`src/rtl/sd_dat_rx_crc16_if.sv`:
```
// Byte-sink side of the SD DAT0 block receiver: line strobe/sample, arm pulse,
// received bytes and end-of-block status.
interface sd_dat_rx_crc16_if;
  logic       bit_en;
  logic       dat_in;
  logic       start;
  logic       busy;
  logic [7:0] byte_out;
  logic       byte_valid;
  logic       done;
  logic       crc_ok;
  logic       crc_err;
  logic       timeout;

  modport master (
    output bit_en, dat_in, start,
    input  busy, byte_out, byte_valid, done, crc_ok, crc_err, timeout
  );

  modport slave (
    input  bit_en, dat_in, start,
    output busy, byte_out, byte_valid, done, crc_ok, crc_err, timeout
  );
endinterface

```
`src/rtl/sd_dat_rx_crc16.sv`:
```
// SD single-line data-block receiver: start-bit hunt, MSB-first deserialiser,
// inline CRC16-CCITT (init 0) over the data bits, trailing CRC and end-bit check.
module sd_dat_rx_crc16 #(
  parameter int BLOCK_BYTES  = 512,
  parameter int TIMEOUT_BITS = 1024
) (
  input logic               clk,
  input logic               reset_n,
  sd_dat_rx_crc16_if.slave  bus
);

  localparam int DATA_BITS = BLOCK_BYTES * 8;
  localparam int BIT_W     = $clog2(DATA_BITS + 1);
  localparam int TO_W      = (TIMEOUT_BITS > 1) ? $clog2(TIMEOUT_BITS) : 1;
  localparam logic [BIT_W-1:0] LAST_BIT = BIT_W'(DATA_BITS - 1);
  localparam logic [TO_W-1:0]  LAST_TO  = TO_W'(TIMEOUT_BITS - 1);

  typedef enum logic [2:0] {
    S_IDLE,
    S_WAIT_START,
    S_DATA,
    S_CRC,
    S_END
  } state_e;

  state_e             state_q;
  logic [15:0]        crc_q;
  logic [15:0]        rx_crc_q;
  logic [7:0]         sreg_q;
  logic [7:0]         byte_out_q;
  logic [BIT_W-1:0]   bit_cnt_q;
  logic [TO_W-1:0]    to_cnt_q;
  logic [3:0]         crc_cnt_q;
  logic               busy_q;
  logic               byte_valid_q;
  logic               done_q;
  logic               crc_ok_q;
  logic               crc_err_q;
  logic               timeout_q;

  logic [7:0]         sreg_d;
  logic [15:0]        crc_d;
  logic               match_d;

  function automatic logic [15:0] crc16_step(input logic [15:0] crc, input logic din);
    logic inv;
    inv = din ^ crc[15];
    return {crc[14:0], 1'b0} ^ (inv ? 16'h1021 : 16'h0000);
  endfunction

  assign sreg_d  = {sreg_q[6:0], bus.dat_in};
  assign crc_d   = crc16_step(crc_q, bus.dat_in);
  // End-bit cycle: the block is good only if the received CRC matches and the line is high.
  assign match_d = (rx_crc_q == crc_q) && bus.dat_in;

  always_ff @(posedge clk or negedge reset_n) begin
    if (!reset_n) begin
      state_q      <= S_IDLE;
      crc_q        <= '0;
      rx_crc_q     <= '0;
      sreg_q       <= '0;
      byte_out_q   <= '0;
      bit_cnt_q    <= '0;
      to_cnt_q     <= '0;
      crc_cnt_q    <= '0;
      busy_q       <= 1'b0;
      byte_valid_q <= 1'b0;
      done_q       <= 1'b0;
      crc_ok_q     <= 1'b0;
      crc_err_q    <= 1'b0;
      timeout_q    <= 1'b0;
    end else begin
      byte_valid_q <= 1'b0;
      done_q       <= 1'b0;
      timeout_q    <= 1'b0;
      case (state_q)
        // A bit_en coinciding with start is deliberately not sampled here.
        S_IDLE: begin
          if (bus.start) begin
            state_q   <= S_WAIT_START;
            busy_q    <= 1'b1;
            crc_q     <= '0;
            bit_cnt_q <= '0;
            to_cnt_q  <= '0;
            crc_cnt_q <= '0;
            crc_ok_q  <= 1'b0;
            crc_err_q <= 1'b0;
          end
        end
        S_WAIT_START: begin
          if (bus.bit_en) begin
            if (!bus.dat_in) begin
              state_q <= S_DATA;
            end else if (to_cnt_q == LAST_TO) begin
              state_q   <= S_IDLE;
              busy_q    <= 1'b0;
              timeout_q <= 1'b1;
            end else begin
              to_cnt_q <= to_cnt_q + 1'b1;
            end
          end
        end
        S_DATA: begin
          if (bus.bit_en) begin
            sreg_q    <= sreg_d;
            crc_q     <= crc_d;
            bit_cnt_q <= bit_cnt_q + 1'b1;
            if (bit_cnt_q[2:0] == 3'd7) begin
              byte_out_q   <= sreg_d;
              byte_valid_q <= 1'b1;
            end
            if (bit_cnt_q == LAST_BIT) begin
              state_q <= S_CRC;
            end
          end
        end
        S_CRC: begin
          if (bus.bit_en) begin
            rx_crc_q  <= {rx_crc_q[14:0], bus.dat_in};
            crc_cnt_q <= crc_cnt_q + 1'b1;
            if (crc_cnt_q == 4'd15) begin
              state_q <= S_END;
            end
          end
        end
        S_END: begin
          if (bus.bit_en) begin
            state_q   <= S_IDLE;
            busy_q    <= 1'b0;
            done_q    <= 1'b1;
            crc_ok_q  <= match_d;
            crc_err_q <= !match_d;
          end
        end
        default: state_q <= S_IDLE;
      endcase
    end
  end

  assign bus.busy       = busy_q;
  assign bus.byte_out   = byte_out_q;
  assign bus.byte_valid = byte_valid_q;
  assign bus.done       = done_q;
  assign bus.crc_ok     = crc_ok_q;
  assign bus.crc_err    = crc_err_q;
  assign bus.timeout    = timeout_q;

endmodule

```
`src/flat_wrapper.sv`:
```
// flat-port wrapper written by rule: the top's interface ports become plain ports
module sd_dat_rx_crc16_flat 
#(
  parameter int BLOCK_BYTES  = 512,
  parameter int TIMEOUT_BITS = 1024
)
  (clk, reset_n, bus_bit_en, bus_dat_in, bus_start, bus_busy, bus_byte_out, bus_byte_valid, bus_done, bus_crc_ok, bus_crc_err, bus_timeout);
  sd_dat_rx_crc16_if bus_i ();
  input logic clk;
  input logic reset_n;
  input wire logic [$bits(bus_i.bit_en)-1:0] bus_bit_en;
  input wire logic [$bits(bus_i.dat_in)-1:0] bus_dat_in;
  input wire logic [$bits(bus_i.start)-1:0] bus_start;
  output wire logic [$bits(bus_i.busy)-1:0] bus_busy;
  output wire logic [$bits(bus_i.byte_out)-1:0] bus_byte_out;
  output wire logic [$bits(bus_i.byte_valid)-1:0] bus_byte_valid;
  output wire logic [$bits(bus_i.done)-1:0] bus_done;
  output wire logic [$bits(bus_i.crc_ok)-1:0] bus_crc_ok;
  output wire logic [$bits(bus_i.crc_err)-1:0] bus_crc_err;
  output wire logic [$bits(bus_i.timeout)-1:0] bus_timeout;
  assign bus_i.bit_en = bus_bit_en;
  assign bus_i.dat_in = bus_dat_in;
  assign bus_i.start = bus_start;
  assign bus_busy = bus_i.busy;
  assign bus_byte_out = bus_i.byte_out;
  assign bus_byte_valid = bus_i.byte_valid;
  assign bus_done = bus_i.done;
  assign bus_crc_ok = bus_i.crc_ok;
  assign bus_crc_err = bus_i.crc_err;
  assign bus_timeout = bus_i.timeout;
  sd_dat_rx_crc16 #(.BLOCK_BYTES(BLOCK_BYTES), .TIMEOUT_BITS(TIMEOUT_BITS)) u_core (.clk(clk), .reset_n(reset_n), .bus(bus_i));
endmodule
```
`config.mk`:
```
export PLATFORM = sky130hd
export DESIGN_NAME = sd_dat_rx_crc16_flat
export DESIGN_NICKNAME = d
export VERILOG_FILES = /design/src/rtl/sd_dat_rx_crc16_if.sv /design/src/rtl/sd_dat_rx_crc16.sv /design/src/flat_wrapper.sv
export SDC_FILE = /design/constraint.sdc
export NUM_CORES = 1
export LEC_CHECK = 0
export BUFFER_PORTS_ARGS = -buffer_cell sky130_fd_sc_hd__buf_4
export CAP_MARGIN = 20
export CORE_UTILIZATION = 57
export CTS_BUF_LIST = sky130_fd_sc_hd__clkbuf_4
export CTS_CLUSTER_DIAMETER = 200
export CTS_CLUSTER_SIZE = 30
export DETAILED_ROUTE_END_ITERATION = 10
export PLACE_DENSITY = 0.78
export REMOVE_ABC_BUFFERS = 1
export SKIP_LAST_GASP = 1
export SLEW_MARGIN = 30
export SYNTH_ARGS = -nofsm -noshare
export SYNTH_HDL_FRONTEND = slang
export SYNTH_SLANG_ARGS = --single-unit
```
`constraint.sdc`:
```
create_clock -name clk -period 1.7 [get_ports clk]
set_clock_uncertainty 0.15 [all_clocks]
set_input_delay 0.17 -clock clk [delete_from_list [all_inputs] [get_ports clk]]
set_output_delay 0.17 -clock clk [all_outputs]
set_load 0.03 [all_outputs]
```
==> flow_summary.yaml, run 1 <==
synth:
  syn-cell-area_um2: 4020
  async_flop_share: 1.00
  ys_types: 62
  synth_area_leaders: "dfrtp_1 52%, mux2_2 7.0%, xnor2_1 5.4%, a22o_1 3.9%, nand2_1 3.3%"
  syn_inst: 356
  yosysSeqAreaShare: 0.516
  synth_edf_count: 0
  yosys-top-cells-count: "83 x dfrtp_1, 35 x nand2_1, 25 x mux2_2, 25 x xnor2_1, 18 x a22o_1"
  synthFlopType: "dfrtp_1"
  synth_top_area_frac: 0.516
  synth_top_area_cell: "dfrtp_1"
  ys_ff_latch: 83
  synth_warnings: 0
  synth.avg_cell_area_um2: 11.3
  yosysMostFrequentCell: "dfrtp_1"
power:
  ir_drop_mv: 0.757
  pwr_density_cell_nw_per_um2: 1240
  fin_total_pwr_w: 0.00673
  p_leak_nw: 2.60
clock_network:
  cts_made_buffers: 9
  cts.sinks: 83
  htree_levels: 3
  clk_pin_slew_ns: 0.15
  cts_buffer_depth: 2
  cts_tree: "yes"
  ctsRootBufferMaster: "clkbuf_4"
  clkLatencyLatePin_ns: 0.45
final_layout:
  fillCellCount: 359
  area_growth_pct: 35.1
  finalNonFillerCells: 553
  utilization: 0.800
  final_layout_size_suffix_gt1_frac: 0.442
  antenna_cells: 0
  seq_area_um2: 2080
  nNetsFinal: 462
  multiInputGateArea_um2: 2170
critical_path:
  cp_top_family: "compound AO/OA/AOI/OAI gates"
  cp_slowest_cell: "dfrtp_2"
  reg2reg_slack_ns: -0.41
  worst-path-max-fanout: 6
  path_cells: "nand2b_4, a211o_4, buf_6, o31ai_1, o41ai_2"
  cp.required_ns: 1.84
  slowest_delay_ns: 0.50
  crit_path_start_kind: "register"
  crit_buf_inv: 1
  cp_data_arrival_time_ns: 2.25
  crit_path_end_kind: "register"
  crit_type: "reg -> reg"
timing:
  finalHoldViolCount: 0
  clock.fmax_mhz: 474
  finalCritPeriodShare: 1.24
  rsz0062_at_grt: "yes"
  setup_slack_ns: -0.412
  setup_viol: 44
  finalCriticalPeriod_ns: 2.11
  tightest_slew_ns: 0.469
  maxSlewViolCount: 0
  hold_ws_ns: 0.0388
  slew_headroom: 0.687
grt:
  antenna_found_initial: 0
  use_met2: 0.478
  busiest_layer: "met2"
  grt_pass1_vias: 3325
  grtUsageMet1: 0.370
  grt_pass1_wl_mm: 16.3
  grt_usage: 0.287
  grt_max_degree: 39
  gr-total-overflow: 0
  use_met3: 0.0491
place:
  gp_congestion: 0.946
  io_buffers: 18
  dp_hpwl_mm: 5.94
  dpl.cell_count: 516
run_status:
  violations: "negative setup slack"
  status: "finished, violations left"
detailed_routing:
  first_pass_iters: 5
  drtAntennaViolNets: 0
  vias: 3407
  routedWlPerCell_um: 19.8
  routed_wl_mm: 10.9
  viasPerCell: 6.16
  drc: 0
  drt_iter0_drc: 244
hold_path:
  hp-class: "in -> async"
floorplan:
  rows: 30
  die_w_um: 86.0
  ioPinCount: 19
  die_y_um: 86.0
  core_um2: 6790
  die-area_um2: 7400
  start_util: 0.592
job:
  drv_cap: 0
==> path summary, 6_finish.rpt <==
kind	start	end	cells after the start
max	u_core.state_q[0]$_DFFE_PN0P_	u_core.to_cnt_q[8]$_DFFE_PN0P_	5
min	reset_n	u_core.bus.byte_out[7]$_DFFE_PN0P_	2
max reg2reg	u_core.state_q[0]$_DFFE_PN0P_	u_core.to_cnt_q[8]$_DFFE_PN0P_	5
min reg2reg	u_core.sreg_q[6]$_DFFE_PN0P_	u_core.sreg_q[6]$_DFFE_PN0P_	2
max in group asynchronous	reset_n	u_core.to_cnt_q[2]$_DFFE_PN0P_	3
min in group clk	bus_bit_en	u_core.state_q[2]$_DFFE_PN0P_	4
==> per-stage QoR <==
step,instance area [µm²],worst slack (ns),TNS [ns]
after detailed placement,4680,-0.278,-6.69
after CTS,5270,-0.140,-2.02
after global routing,5440,-0.438,-6.37
after floorplan,3910,-0.613,-18.67
final,5440,-0.412,-4.94
after global placement,4680,-0.162,-3.62
==> state kept, by name, indices dropped and copies added, names as in the netlist <==
name                   count
u_core.bus.crc_ok          1
u_core.state_q             3
u_core.bus.timeout         1
u_core.bit_cnt_q          13
u_core.bus.crc_err         1
u_core.bus.byte_out        8
u_core.bus.done            1
u_core.crc_cnt_q           4
u_core.bus.busy            1
u_core.bus.byte_valid      1
u_core.rx_crc_q           16
u_core.sreg_q              7
u_core.to_cnt_q           10
u_core.crc_q              16
==> cells by family after synthesis <==
group | after synthesis | share of synthesized area
fa+ha+maj | 4 | 0.0124
buf+inv | 24 | 0.0336
simple gates | 122 | 0.173
compound gates | 69 | 0.128
xor+xnor | 25 | 0.0544
mux | 29 | 0.0824
flops | 83 | 0.516
==> routing by layer <==
layer | up-vias | wire length (µm)
li1 | 1502 | -
met4 | 0 | 472
met1 | 1737 | 4530
met5 | - | 0
met3 | 44 | 469
met2 | 124 | 5470
==> placed cells by master (no fill, tap or decap), drive strengths merged, types with 9 or more instances in the layout <==
| master | n |
|---|---|
| o21ai | 10 |
| nand4 | 9 |
| nand3 | 14 |
| nand2 | 37 |
| buf | 101 |
| clkbuf | 9 |
| xnor2 | 25 |
| nor3 | 9 |
| a22o | 18 |
| a21oi | 11 |
| dfrtp | 83 |
| nor2 | 13 |
| mux2 | 27 |
==> report_power, final <==
| part | leakage (nW) | switching, W | internal, W |
|---|---|---|---|
| sequential | 1.13 | 0.000368 | 0.00228 |
| combinational | 1.39 | 0.00134 | 0.00143 |
| clock | 0.0800 | 0.000713 | 0.000591 |
==> layout make-up <==
class,count,share of cell area
Tap cell,96,0.0221
Sequential cell,83,0.383
Multi-Input combinational cell,250,0.399
Inverter,6,0.00414
Clock inverter,6,0.0163
Timing Repair Buffer,103,0.163
Clock buffer,9,0.0124
==> what timing repair did <==
action | CTS | global route
resized for setup | 75 | 28
pin swaps | 19 | 8
buffers inserted | 13 | 4
hold endpoints to repair | 87 | 0
cloned | 3 | 0
hold buffers | 2 | 0
endpoints found under the setup margin | 74 | 75
Note: power is estimated with default switching activity, not from simulation.
==> run 2, diff against run 1 <==
- CORE_MARGIN: default -> 2
- PLACE_DENSITY: 0.78 -> default
- PLACE_DENSITY_LB_ADDON: default -> 0.25
==> run 2 against run 1 <==
The flow still finishes with violations (negative setup slack). Register-to-register slack better by 0.15 ns. Critical path depth increased by 2. Clock power down 11%. Maximum frequency up 7.6%.
==> flow_summary.yaml, run 2 (synthesis results as in run 1) <==
critical_path:
  cp_top_family: "simple AND/OR/NAND/NOR gates"
  cp_slowest_cell: "dfrtp_2"
  cp_data_arrival_time_ns: 2.12
  crit_path_end_kind: "register"
  crit_type: "reg -> reg"
  cp.required_ns: 1.86
  crit_path_start_kind: "register"
  crit_path_frequent_cell: "buf_4"
  slowest_delay_ns: 0.48
  worst-path-max-fanout: 7
  path_cells: "buf_6, buf_4, buf_4, nor2_1, and3_1, and4_1, a41oi_1"
  crit_buf_inv: 3
floorplan:
  core_um2: 6830
  die_y_um: 88.0
  die-area_um2: 7750
  rows: 30
  ioPinCount: 19
  start_util: 0.589
  die_w_um: 88.0
timing:
  hold_ws_ns: 0.0161
  finalCriticalPeriod_ns: 1.96
  slew_headroom: 0.702
  finalCritPeriodShare: 1.15
  setup_slack_ns: -0.263
  clock.fmax_mhz: 509
  maxSlewViolCount: 0
  rsz0062_at_grt: "yes"
  finalHoldViolCount: 0
  setup_viol: 51
  tightest_slew_ns: 0.444
detailed_routing:
  vias: 3272
  viasPerCell: 5.93
  drtAntennaViolNets: 0
  drt_iter0_drc: 347
  drc: 0
  first_pass_iters: 5
  routedWlPerCell_um: 18.4
  routed_wl_mm: 10.2
power:
  fin_total_pwr_w: 0.00647
  ir_drop_mv: 0.684
  pwr_density_cell_nw_per_um2: 1210
  p_leak_nw: 2.57
final_layout:
  multiInputGateArea_um2: 2110
  area_growth_pct: 33.3
  seq_area_um2: 2080
  fin_area_um2: 5360
  final_cell_mix: "85 x buf_4, 80 x dfrtp_1, 33 x nand2_1"
  fillCellCount: 406
  final_common_cell: "buf_4"
  antenna_cells: 0
  nNetsFinal: 461
  final_layout_size_suffix_gt1_frac: 0.423
  utilization: 0.785
  top_regs: "u_core.crc_q x16, u_core.rx_crc_q x16, u_core.bit_cnt_q x13"
grt:
  grt_pass1_vias: 3217
  antenna_found_initial: 0
  gr-total-overflow: 0
  grt_usage: 0.254
  grt_max_degree: 34
  grt_pass1_wl_mm: 15.1
run_status:
  status: "finished, violations left"
  violations: "negative setup slack"
place:
  gp_congestion: 0.863
  dp_hpwl_mm: 5.68
  io_buffers: 18
  preCtsSetupSlack_ns: -0.218
  placed_area_um2: 4670
hold_path:
  hp-class: "in -> async"
clock_network:
  cts_made_buffers: 9
  ctsRootBufferMaster: "clkbuf_4"
  htree_levels: 3
  clkLatencyLatePin_ns: 0.47
  clk_pin_slew_ns: 0.15
  cts.sinks: 83
  cts_buffer_depth: 2
  cts_tree: "yes"
job:
  drv_cap: 0
## run 2: changes by cell type in the layout (fill, tap and decap cells not counted), sizes merged
cell,before,now
clkinv,2,3
nand2,37,36
bufinv,2,1
## run 2: area by class of cell
class / count / area share
Sequential cell: 83 / 0.388
Clock inverter: 6 / 0.0121
Tap cell: 96 / 0.0224
Multi-Input combinational cell: 249 / 0.394
Timing Repair Buffer: 103 / 0.167
Clock buffer: 9 / 0.0126
Inverter: 6 / 0.00420
## run 2: metal layers
layer / vias to the layer above / part of all wire / track usage
li1: 1489 / - / -
met1: 1658 / 0.43 / 0.325
met2: 102 / 0.51 / 0.418
met3: 23 / 0.038 / 0.0509
met4: 0 / 0.024 / 0.117
met5: - / 0 / 0
## run 2: worst reg2reg max path: cells and delay by family, from the launching register on
kind,cells,cell delay [ns]
buf+inv,3,0.40
simple gates,3,0.67
flops,1,0.48
compound gates,1,0.12
## run 2: final timing paths
kind | start | to | cells after the start | slack (ns)
worst min register to register | u_core.sreg_q[4]$_DFFE_PN0P_ | u_core.sreg_q[5]$_DFFE_PN0P_ | 2 | 0.37
worst max-delay path | u_core.state_q[0]$_DFFE_PN0P_ | u_core.bus.crc_err$_DFFE_PN0P_ | 7 | -0.26
max in group asynchronous | reset_n | u_core.state_q[0]$_DFFE_PN0P_ | 3 | 0.85
worst min-delay path | reset_n | u_core.sreg_q[4]$_DFFE_PN0P_ | 2 | 0.02
min in group clk | bus_bit_en | u_core.bus.timeout$_DFF_PN0_ | 4 | 0.03
worst max register to register | u_core.state_q[0]$_DFFE_PN0P_ | u_core.bus.crc_err$_DFFE_PN0P_ | 7 | -0.26
## run 2: metrics by stage
step / cells / TNS (ns)
after CTS: 539 / -2.22
after global placement: 513 / -4.84
after global routing: 552 / -6.24
final: 552 / -4.21
after detailed placement: 513 / -5.92
after floorplan: 338 / -18.67
## run 2: timing repair
action,in CTS,in global routing
buffers inserted,9,12
endpoints found under the setup margin,57,73
cloned,1,1
hold buffers,2,0
pin swaps,12,16
resized for setup,33,57
endpoints found under the hold margin,86,0
## run 2: power by group
part | total (W) | switching [W] | internal, W
Clock | 0.00116 | 0.000719 | 0.000442
Combinational | 0.00268 | 0.00128 | 0.00140
Sequential | 0.00263 | 0.000350 | 0.00228
